`src/rtl/axis_pool_window_gen.sv`:
```
// rtl/axis_pool_window_gen.sv - raster-to-2x2-window reorder stage ahead of the AXI-Stream maxpool
//
// Purpose: accepts a row-major, channel-after-channel feature map and re-emits
// it as 2x2 pooling windows in the order p[r][c], p[r][c+1], p[r+1][c], p[r+1][c+1].
//
// Ports:
//   aclk           clock, rising edge
//   areset         synchronous active-high reset
//   s_axis_tdata   raster-order input pixel
//   s_axis_tvalid  input pixel valid
//   s_axis_tready  block can accept a pixel this cycle
//   m_axis_tdata   window-ordered output pixel (registered)
//   m_axis_tvalid  output pixel valid (registered)
//   m_axis_tready  downstream accepts the output
//   m_axis_tlast   last beat of the last window of channel N-1 (registered)

module axis_pool_window_gen #(
  parameter int WIDTH = 8,
  parameter int Win   = 28,
  parameter int Hin   = 28,
  parameter int N     = 6
) (
  input  logic             aclk,
  input  logic             areset,
  input  logic [WIDTH-1:0] s_axis_tdata,
  input  logic             s_axis_tvalid,
  output logic             s_axis_tready,
  output logic [WIDTH-1:0] m_axis_tdata,
  output logic             m_axis_tvalid,
  input  logic             m_axis_tready,
  output logic             m_axis_tlast
);

  // col and row must be able to hold Win / Hin transiently after the +2 step
  localparam int CW = $clog2(Win + 1);
  localparam int IW = $clog2(Win);
  localparam int RW = $clog2(Hin + 1);
  localparam int NW = (N > 1) ? $clog2(N) : 1;

  localparam logic [2:0] S_FILL_EVEN = 3'd0;
  localparam logic [2:0] S_ODD_A     = 3'd1;
  localparam logic [2:0] S_ODD_B     = 3'd2;
  localparam logic [2:0] S_EMIT0     = 3'd3;
  localparam logic [2:0] S_EMIT1     = 3'd4;
  localparam logic [2:0] S_EMIT2     = 3'd5;
  localparam logic [2:0] S_EMIT3     = 3'd6;
  localparam logic [2:0] S_DROP_ROW  = 3'd7;

  logic [2:0]       state_q, state_d;
  logic [CW-1:0]    col_q, col_d;
  logic [RW-1:0]    row_q, row_d;
  logic [NW-1:0]    ch_q, ch_d;
  logic [WIDTH-1:0] hold0_q, hold0_d;
  logic [WIDTH-1:0] hold1_q, hold1_d;
  logic [WIDTH-1:0] tdata_q, tdata_d;
  logic             tvalid_q, tvalid_d;
  logic             tlast_q, tlast_d;

  // Even row of the current row pair
  logic [WIDTH-1:0] buf_q [Win];

  logic             s_acc;
  logic             m_hs;
  logic             buf_we;
  logic [IW-1:0]    rd_idx0;
  logic [IW-1:0]    rd_idx1;
  logic [CW-1:0]    col_p2;
  logic [RW-1:0]    row_p2;
  logic             last_win;
  logic             end_row;
  logic             end_ch;

  always_comb begin
    s_axis_tready = 1'b0;
    if (!areset) begin
      s_axis_tready = (state_q == S_FILL_EVEN) || (state_q == S_ODD_A) ||
                      (state_q == S_ODD_B) || (state_q == S_DROP_ROW);
    end
  end

  assign s_acc   = s_axis_tvalid && s_axis_tready;
  assign m_hs    = tvalid_q && m_axis_tready;
  assign rd_idx0 = IW'(col_q);
  assign rd_idx1 = IW'(col_q + CW'(1));
  assign col_p2  = col_q + CW'(2);
  assign row_p2  = row_q + RW'(2);

  // The final window is the one whose +2 steps reach (or pass to the odd
  // leftover of) the right edge and the bottom edge in the last channel.
  assign last_win = (ch_q == NW'(N - 1)) &&
                    (row_p2 >= RW'(Hin - 1)) &&
                    (col_p2 >= CW'(Win - 1));

  always_comb begin
    state_d  = state_q;
    col_d    = col_q;
    row_d    = row_q;
    ch_d     = ch_q;
    hold0_d  = hold0_q;
    hold1_d  = hold1_q;
    tdata_d  = tdata_q;
    tvalid_d = tvalid_q;
    tlast_d  = tlast_q;
    buf_we   = 1'b0;
    end_row  = 1'b0;
    end_ch   = 1'b0;

    case (state_q)
      S_FILL_EVEN: begin
        if (s_acc) begin
          buf_we = 1'b1;
          if (col_q == CW'(Win - 1)) begin
            col_d   = '0;
            state_d = S_ODD_A;
          end else begin
            col_d = col_q + CW'(1);
          end
        end
      end
      S_ODD_A: begin
        if (s_acc) begin
          // Unpaired odd-row pixel at the right edge of an odd-width map
          if (col_q == CW'(Win - 1)) begin
            end_row = 1'b1;
          end else begin
            hold0_d = s_axis_tdata;
            state_d = S_ODD_B;
          end
        end
      end
      S_ODD_B: begin
        if (s_acc) begin
          hold1_d  = s_axis_tdata;
          tdata_d  = buf_q[rd_idx0];
          tvalid_d = 1'b1;
          tlast_d  = 1'b0;
          state_d  = S_EMIT0;
        end
      end
      S_EMIT0: begin
        if (m_hs) begin
          tdata_d = buf_q[rd_idx1];
          state_d = S_EMIT1;
        end
      end
      S_EMIT1: begin
        if (m_hs) begin
          tdata_d = hold0_q;
          state_d = S_EMIT2;
        end
      end
      S_EMIT2: begin
        if (m_hs) begin
          tdata_d = hold1_q;
          tlast_d = last_win;
          state_d = S_EMIT3;
        end
      end
      S_EMIT3: begin
        if (m_hs) begin
          tvalid_d = 1'b0;
          tlast_d  = 1'b0;
          if (col_p2 == CW'(Win)) begin
            end_row = 1'b1;
          end else begin
            col_d   = col_p2;
            state_d = S_ODD_A;
          end
        end
      end
      S_DROP_ROW: begin
        if (s_acc) begin
          if (col_q == CW'(Win - 1)) begin
            col_d  = '0;
            end_ch = 1'b1;
          end else begin
            col_d = col_q + CW'(1);
          end
        end
      end
      default: state_d = S_FILL_EVEN;
    endcase

    if (end_row) begin
      col_d = '0;
      row_d = row_p2;
      if (row_p2 == RW'(Hin - 1)) begin
        state_d = S_DROP_ROW;
      end else if (row_p2 == RW'(Hin)) begin
        end_ch = 1'b1;
      end else begin
        state_d = S_FILL_EVEN;
      end
    end

    if (end_ch) begin
      row_d   = '0;
      ch_d    = (ch_q == NW'(N - 1)) ? '0 : ch_q + NW'(1);
      state_d = S_FILL_EVEN;
    end
  end

  always_ff @(posedge aclk) begin
    if (areset) begin
      state_q  <= S_FILL_EVEN;
      col_q    <= '0;
      row_q    <= '0;
      ch_q     <= '0;
      hold0_q  <= '0;
      hold1_q  <= '0;
      tdata_q  <= '0;
      tvalid_q <= 1'b0;
      tlast_q  <= 1'b0;
    end else begin
      state_q  <= state_d;
      col_q    <= col_d;
      row_q    <= row_d;
      ch_q     <= ch_d;
      hold0_q  <= hold0_d;
      hold1_q  <= hold1_d;
      tdata_q  <= tdata_d;
      tvalid_q <= tvalid_d;
      tlast_q  <= tlast_d;
    end
  end

  // Write is gated by s_axis_tready, which is low during reset
  always_ff @(posedge aclk) begin
    if (buf_we) begin
      buf_q[rd_idx0] <= s_axis_tdata;
    end
  end

  assign m_axis_tdata  = tdata_q;
  assign m_axis_tvalid = tvalid_q;
  assign m_axis_tlast  = tlast_q;

endmodule

```
`config.mk`:
```
export PLATFORM = sky130hd
export DESIGN_NAME = axis_pool_window_gen
export DESIGN_NICKNAME = d
export VERILOG_FILES = /design/src/rtl/axis_pool_window_gen.sv
export SDC_FILE = /design/constraint.sdc
export NUM_CORES = 1
export LEC_CHECK = 0
export CAP_MARGIN = 30
export CORE_UTILIZATION = 30
export CTS_BUF_LIST = sky130_fd_sc_hd__clkbuf_4 sky130_fd_sc_hd__clkbuf_8
export CTS_CLUSTER_SIZE = 16
export DETAILED_ROUTE_END_ITERATION = 16
export PLACE_DENSITY_LB_ADDON = 0.05
export SKIP_CTS_REPAIR_TIMING = 1
export SYNTH_ARGS = -nofsm -noshare
export SYNTH_HDL_FRONTEND = slang
export SYNTH_SLANG_ARGS = --single-unit
```
`constraint.sdc`:
```
create_clock -name aclk -period 4.1 [get_ports aclk]
set_clock_uncertainty 0.1 [all_clocks]
set_input_delay 0.82 -clock aclk [delete_from_list [all_inputs] [get_ports aclk]]
set_output_delay 0.82 -clock aclk [all_outputs]
set_load 0.01 [all_outputs]
```
==> impl_table.tex, run 1 <==
\begin{tabular}{lr}
\hline
Metric & Value \\
\hline
\multicolumn{2}{l}{\textbf{Run status}} \\
Outcome & finished, final reports clean \\
\multicolumn{2}{l}{\textbf{Drt}} \\
Per-cell via count in the routed design & 5.23 \\
Initial DRC count & 688 \\
Total wire length & 42.5 mm \\
Routed wire per std cell & 26.2 µm \\
Number of remaining DRC errors & 0 \\
Number of detailed-routing iterations run before antenna repair & 5 \\
Count of vias placed by the detailed router & 8469 \\
Count of antenna-violating nets left after detailed routing & 0 \\
\multicolumn{2}{l}{\textbf{Clock network}} \\
Clock network latency to the later pin of the worst-skew pair & 0.64 ns \\
TritonCTS clock tree & built \\
Clock sink total & 270 \\
Clk slew on worst S/H paths & 0.06 ns \\
CTS H-tree lvls & 2 \\
Deepest clock path buffer count & 3 \\
Clock tree root driver cell & sky130\_fd\_sc\_hd\_\_clkbuf\_8 \\
Number of buffers created by CTS & 50 \\
\multicolumn{2}{l}{\textbf{Logic synthesis}} \\
Distinct cells, synth & 60 \\
Number of warnings printed during yosys synthesis & 0 \\
Flip-flop cell with the highest count after synthesis & sky130\_fd\_sc\_hd\_\_edfxtp\_1 \\
Synth area leaders & sky130\_fd\_sc\_hd\_\_edfxtp\_1, sky130\_fd\_sc\_hd\_\_mux4\_2, sky130\_fd\_sc\_hd\_\_dfxtp\_1, sky130\_fd\_sc\_hd\_\_mux2i\_1, sky130\_fd\_sc\_hd\_\_nand2\_1 \\
Synth Cell Area & 13100 µm² \\
Most instantiated cells after synthesis & sky130\_fd\_sc\_hd\_\_edfxtp\_1, sky130\_fd\_sc\_hd\_\_mux4\_2, sky130\_fd\_sc\_hd\_\_nand2\_1 \\
Share of Yosys cell area claimed by the top area cell type & 51.4\% \\
Gate count after technology mapping & 916 \\
Number of synthesized flops with an enable pin & 224 \\
Largest area contributor in the synthesized netlist & sky130\_fd\_sc\_hd\_\_edfxtp\_1 \\
Async set-or-reset flop fraction in the synthesized netlist & 0\% \\
Share of the yosys chip area belonging to registers & 58.5\% \\
Synth Register Bits & 270 \\
Average size of a mapped cell & 14.3 µm² \\
Synthesized Nets & 936 \\
Cell with the most instances after synthesis & sky130\_fd\_sc\_hd\_\_edfxtp\_1 \\
\multicolumn{2}{l}{\textbf{Floorplanning}} \\
Starting density of the core & 30.4\% \\
Die Y-Extent & 211 µm \\
Core Rows & 76 \\
Width of the die & 211 µm \\
Total die area & 44400 µm² \\
Count of pins on the block boundary & 23 \\
Area of the core & 43100 µm² \\
\multicolumn{2}{l}{\textbf{GRT}} \\
Tot GR Track Use & 19.7\% \\
Vias in the first global route & 8549 \\
Wire length of the first global-routing pass & 62.1 mm \\
Pin count of the biggest net entering global routing & 40 \\
Leftover overflow at the end of global routing & 0 \\
Antenna violations before repair & 0 \\
\multicolumn{2}{l}{\textbf{Final layout}} \\
Final layout net count & 1015 \\
Number of fillers in the final layout & 4172 \\
Layout cell share with drive strength beyond 1 & 26.0\% \\
Layout overhead on the synthesized area & 16.8\% \\
Finished Core Util & 35.5\% \\
\multicolumn{2}{l}{\textbf{Setup path}} \\
Reg-to-reg slack, setup & 0.93 ns \\
Setup Crit Path Kind & flip-flop to primary output \\
Launch instance of the worst register-to-register path & col\_q[1] \\
Critical path fanouts, max & 19 \\
Worst-case reg-to-reg path depth & 7 \\
Setup crit start kind & flip-flop \\
Critical path capture point type & primary output \\
Arr. time, crit path & 2.40 ns \\
Count of buffer and inverter cells on the critical path & 1 \\
Critical Path Most Common Cell & sky130\_fd\_sc\_hd\_\_nor2\_1 \\
Crit. path cell count & 4 \\
CP Cell Sequence & and3\_1, nor2\_1, nor2\_1, clkdlybuf4s50\_1 \\
Slowest CP cell & sky130\_fd\_sc\_hd\_\_dfxtp\_1 \\
Largest stage delay, worst path & 0.77 ns \\
Data required time at the worst endpoint & 3.18 ns \\
Start point of the critical path & state\_q[0] \\
Top cell family by delay on the critical path & flip-flops \\
End of the worst register-to-register path & m\_axis\_tdata[6] \\
Capturing instance or port of the critical path & s\_axis\_tready \\
\multicolumn{2}{l}{\textbf{Power and ir drop}} \\
Power density over cell area & 435 nW/µm² \\
Maximum vdd drop & 214 µV \\
Leakage component of the power & 4.89 nW \\
\multicolumn{2}{l}{\textbf{STA}} \\
Tightest slew margin relative to the limit & 39.5\% \\
Final Max Slew Viols & 0 \\
Min cycle time layout & 3.32 ns \\
Hold Violations, Final & 0 \\
Summed negative setup slack over all endpoints & 0 ns \\
Maximum achievable frequency & 301 MHz \\
Transition time at the pin with the least slew margin & 0.902 ns \\
Total of endpoints with negative setup slack in the final report & 0 \\
Setup repair after global routing missed its margin & no \\
Final worst setup slack & 0.776 ns \\
Ratio of final minimum period to clock period & 81.1\% \\
Worst hold-check slack & 0.353 ns \\
\multicolumn{2}{l}{\textbf{Hold path}} \\
Kind of path behind the tightest hold check & flip-flop to flip-flop \\
\multicolumn{2}{l}{\textbf{Place}} \\
Worst slack at placement & 0.735 ns \\
Count of buffers from port buffering & 22 \\
DPL Wire Length & 29.0 mm \\
Global placer's final weighted congestion & 0.844 \\
\multicolumn{2}{l}{\textbf{Run}} \\
Count of max-cap constraint violations & 0 \\
\hline
\end{tabular}
## cell families after synthesis
kind of cell	synth area share, %
muxes	21.6
xor gates and xnor gates	0.268
adders and majority gates	0.766
DFF	58.5
and+or+nand+nor	9.79
buffers and inverters	2.48
AOI/OAI and AO/OA	6.61
## placed cells by master (no fill, tap or decap), types with 7 or more instances in the layout
| cell type | count |
|---|---|
| sky130_fd_sc_hd__nor2_1 | 71 |
| sky130_fd_sc_hd__a211oi_1 | 23 |
| sky130_fd_sc_hd__o21ai_0 | 16 |
| sky130_fd_sc_hd__clkdlybuf4s50_1 | 21 |
| sky130_fd_sc_hd__clkinv_1 | 8 |
| sky130_fd_sc_hd__buf_4 | 60 |
| sky130_fd_sc_hd__nor2b_1 | 11 |
| sky130_fd_sc_hd__nand2_1 | 91 |
| sky130_fd_sc_hd__mux4_2 | 97 |
| sky130_fd_sc_hd__a31oi_1 | 16 |
| sky130_fd_sc_hd__nor3_1 | 17 |
| sky130_fd_sc_hd__clkbuf_8 | 60 |
| sky130_fd_sc_hd__clkbuf_4 | 19 |
| sky130_fd_sc_hd__dfxtp_1 | 42 |
| sky130_fd_sc_hd__nand3_1 | 35 |
| sky130_fd_sc_hd__edfxtp_1 | 224 |
| sky130_fd_sc_hd__inv_1 | 8 |
| sky130_fd_sc_hd__mux2i_1 | 56 |
| sky130_fd_sc_hd__ha_1 | 7 |
| sky130_fd_sc_hd__a21oi_1 | 40 |
| sky130_fd_sc_hd__nand2b_1 | 11 |
## routing by layer
| metal | GRT usage (%) | share of wire (%) |
|---|---|---|
| met1 | 28.5 | 48 |
| met2 | 30.4 | 46 |
| met3 | 2.74 | 3.4 |
| met4 | 6.47 | 2.4 |
| met5 | 0 | 0 |
## power breakdown
part	internal, mW	total [mW]	switching [mW]	leakage (nW)
Sequential	3.00	3.07	0.0712	2.39
Combinational	0.405	0.926	0.521	1.96
Clock	1.49	2.65	1.16	0.542
## state kept, by name (all words and copies together) (netlist names), named ones only
signal and count:
m_axis_tdata 8, m_axis_tvalid 1, col_q 5, hold1_q 8
ch_q 3, buf_q 224, row_q 4, m_axis_tlast 1
state_q 3, hold0_q 8
## stage by stage
stage | std cells | area, µm² | power [mW]
after floorplan | 916 | 13100 | 3.69
after global routing | 1618 | 15300 | 6.90
final | 1619 | 15300 | 6.64
after CTS | 1618 | 15300 | 6.74
after detailed placement | 1528 | 14300 | 4.07
after global placement | 1528 | 14300 | 4.08
## worst min path at each step
| stage | from | to | slack [ns] | depth (start not counted) |
|---|---|---|---|---|
| after floorplan | hold1_q[0] | hold1_q[0] | 0.33 | 2 |
| after global placement | hold1_q[2] | hold1_q[2] | 0.34 | 2 |
| after detailed placement | hold1_q[2] | hold1_q[2] | 0.34 | 2 |
| after CTS | hold1_q[2] | hold1_q[2] | 0.35 | 2 |
| after global routing | hold1_q[5] | hold1_q[5] | 0.37 | 2 |
| final | hold1_q[5] | hold1_q[5] | 0.35 | 2 |
## worst min-delay path, cell delays in order, from the launching register on
cell and delay [ns]:
sky130_fd_sc_hd__dfxtp_1 0.30, sky130_fd_sc_hd__nand2_1 0.05, sky130_fd_sc_hd__a21oi_1 0.05
## cell type report
class                      count  area [µm²]  share of cell area [%]
tap                          585         732                    4.79
sequential                   270        7660                    50.1
inverter                      11        41.3                   0.270
multi-input combinational    579        5140                    33.6
clock buffer                  79         968                    6.34
antenna                        1        2.50                  0.0164
clock inverter                11        48.8                   0.319
timing repair buffer          83         686                    4.49
(Power assumes the default switching activity.)
==> inputs of run 2 (changes only) <==
==> constraint.sdc (replaced) <==
create_clock -name aclk -period 3.22 [get_ports aclk]
set_clock_uncertainty 0.1 [all_clocks]
set_input_delay 0.644 -clock aclk [delete_from_list [all_inputs] [get_ports aclk]]
set_output_delay 0.644 -clock aclk [all_outputs]
set_load 0.01 [all_outputs]
==> run 2 against run 1 <==
  * Worst setup slack got worse by 0.59 ns
  * Die area stayed put
  * Clock power is 40% higher
  * Largest cell class unchanged
==> impl_table.tex, run 2 (same netlist as run 1, synthesis figures left out) <==
\begin{tabular}{lr}
\hline
Metric & Value \\
\hline
\multicolumn{2}{l}{\textbf{Run status}} \\
Outcome & finished, final reports clean \\
\multicolumn{2}{l}{\textbf{Setup path}} \\
End of the worst register-to-register path & m\_axis\_tdata[6] \\
Setup Crit Path Kind & flip-flop to primary output \\
Slowest CP cell & sky130\_fd\_sc\_hd\_\_dfxtp\_1 \\
Top cell family by delay on the critical path & flip-flops \\
Worst-case reg-to-reg path depth & 9 \\
Data required time at the worst endpoint & 2.48 ns \\
Setup crit start kind & flip-flop \\
Largest stage delay, worst path & 0.68 ns \\
Arr. time, crit path & 2.29 ns \\
Count of buffer and inverter cells on the critical path & 1 \\
CP Cell Sequence & and3\_1, nor2\_1, nor2\_1, clkdlybuf4s50\_1 \\
Reg-to-reg slack, setup & 0.25 ns \\
Critical path fanouts, max & 16 \\
Critical Path Most Common Cell & sky130\_fd\_sc\_hd\_\_nor2\_1 \\
Critical path capture point type & primary output \\
Launch instance of the worst register-to-register path & col\_q[1] \\
\multicolumn{2}{l}{\textbf{Clock network}} \\
Clk slew on worst S/H paths & 0.06 ns \\
Deepest clock path buffer count & 3 \\
TritonCTS clock tree & built \\
Number of buffers created by CTS & 49 \\
Clock sink total & 270 \\
Clock tree root driver cell & sky130\_fd\_sc\_hd\_\_clkbuf\_8 \\
CTS H-tree lvls & 2 \\
Clock network latency to the later pin of the worst-skew pair & 0.64 ns \\
\multicolumn{2}{l}{\textbf{STA}} \\
Final Max Slew Viols & 0 \\
Tightest slew margin relative to the limit & 46.3\% \\
Setup repair after global routing missed its margin & no \\
Maximum achievable frequency & 329 MHz \\
Transition time at the pin with the least slew margin & 0.806 ns \\
Ratio of final minimum period to clock period & 94.4\% \\
Min cycle time layout & 3.04 ns \\
Final worst setup slack & 0.182 ns \\
Total of endpoints with negative setup slack in the final report & 0 \\
Worst hold-check slack & 0.355 ns \\
Hold Violations, Final & 0 \\
Summed negative setup slack over all endpoints & 0 ns \\
\multicolumn{2}{l}{\textbf{Floorplanning}} \\
Count of pins on the block boundary & 23 \\
Die Y-Extent & 211 µm \\
Total die area & 44400 µm² \\
Core Rows & 76 \\
Starting density of the core & 30.4\% \\
Area of the core & 43100 µm² \\
Width of the die & 211 µm \\
\multicolumn{2}{l}{\textbf{Place}} \\
Worst slack at placement & 0.162 ns \\
DPL Wire Length & 30.0 mm \\
Global placer's final weighted congestion & 0.856 \\
Count of buffers from port buffering & 22 \\
\multicolumn{2}{l}{\textbf{Drt}} \\
Count of vias placed by the detailed router & 8645 \\
Total wire length & 43.8 mm \\
Initial DRC count & 680 \\
Number of detailed-routing iterations run before antenna repair & 5 \\
Routed wire per std cell & 26.5 µm \\
Per-cell via count in the routed design & 5.25 \\
Number of remaining DRC errors & 0 \\
Count of antenna-violating nets left after detailed routing & 0 \\
\multicolumn{2}{l}{\textbf{Final layout}} \\
Final layout net count & 1041 \\
Layout cell share with drive strength beyond 1 & 27.7\% \\
Finished Core Util & 36.2\% \\
Number of fillers in the final layout & 4141 \\
Area occupied by registers & 7660 µm² \\
Area of the multi-input gates & 5140 µm² \\
Most common cell after layout, fill and taps aside & sky130\_fd\_sc\_hd\_\_edfxtp\_1 \\
Register with the highest flop count & buf\_q \\
Commonest cells after routing, fill and taps aside & sky130\_fd\_sc\_hd\_\_edfxtp\_1, sky130\_fd\_sc\_hd\_\_mux4\_2, sky130\_fd\_sc\_hd\_\_nand2\_1 \\
Layout overhead on the synthesized area & 19.3\% \\
Flip-flop count of the largest register after layout & 224 \\
\multicolumn{2}{l}{\textbf{GRT}} \\
Antenna violations before repair & 1 \\
Pin count of the biggest net entering global routing & 45 \\
Vias in the first global route & 8879 \\
Leftover overflow at the end of global routing & 0 \\
Tot GR Track Use & 20.3\% \\
Wire length of the first global-routing pass & 63.8 mm \\
\multicolumn{2}{l}{\textbf{Power and ir drop}} \\
Maximum vdd drop & 275 µV \\
Power density over cell area & 567 nW/µm² \\
Overall power of the completed layout & 8.84 mW \\
Leakage component of the power & 5.07 nW \\
\multicolumn{2}{l}{\textbf{Hold path}} \\
Worst Hold Path Cells & 2 \\
Sink of the worst hold path & hold1\_q[2] \\
Hold Path Origin & hold1\_q[2] \\
Kind of path behind the tightest hold check & flip-flop to flip-flop \\
\multicolumn{2}{l}{\textbf{Run}} \\
Count of max-cap constraint violations & 0 \\
\hline
\end{tabular}
[run 2: report_power, final]
group | switching, mW | internal [mW] | leakage, nW | total, mW
Clock | 1.53 | 2.17 | 0.577 | 3.70
Sequential | 0.0732 | 3.82 | 2.39 | 3.89
Combinational | 0.699 | 0.556 | 2.11 | 1.25
[run 2: final cells by class]
| type | count | area share [%] |
|---|---|---|
| flip-flops and latches | 270 | 49.1 |
| multi-input cells | 579 | 32.9 |
| repair buffers | 110 | 5.97 |
| clock buffers | 62 | 5.03 |
| well taps | 585 | 4.69 |
| clock inverters | 30 | 2.01 |
| inverters | 11 | 0.265 |
| diodes | 1 | 0.0160 |
[run 2: worst reg2reg max path: stages, from the launching register on]
cell and delay [ns]:
sky130_fd_sc_hd__dfxtp_1 0.48, sky130_fd_sc_hd__inv_1 0.21, sky130_fd_sc_hd__ha_4 0.34, sky130_fd_sc_hd__buf_12 0.25, sky130_fd_sc_hd__mux4_2 0.60, sky130_fd_sc_hd__mux2_2 0.30
sky130_fd_sc_hd__mux2_2 0.26, sky130_fd_sc_hd__mux2i_1 0.12, sky130_fd_sc_hd__or2_2 0.15, sky130_fd_sc_hd__a211oi_1 0.06
[run 2: per-layer routing]
layer | share of wire (%) | global-route usage, %
met5 | 0.030 | 0
met4 | 4.0 | 9.17
met3 | 5.0 | 3.81
met2 | 45 | 30.5
met1 | 46 | 28.5
[run 2: how the worst max path moves through the flow]
stage,cells after the start,slack [ns],endpoint,start
final,4,0.18,s_axis_tready,state_q[0]
after global routing,4,0.02,s_axis_tready,state_q[0]
after CTS,4,0.1,s_axis_tready,state_q[1]
after detailed placement,8,0.16,buf_q[18][4],s_axis_tvalid
after global placement,8,0.17,buf_q[2][7],areset
after floorplan,13,0.008,m_axis_tdata[6],col_q[0]
[run 2: stage by stage]
stage / cells / cell area [µm²]
2_1_floorplan: 916 / 13100
3_3_place_gp: 1555 / 14500
3_5_place_dp: 1555 / 14500
4_1_cts: 1647 / 15600
5_1_grt: 1647 / 15600
6_report: 1648 / 15600
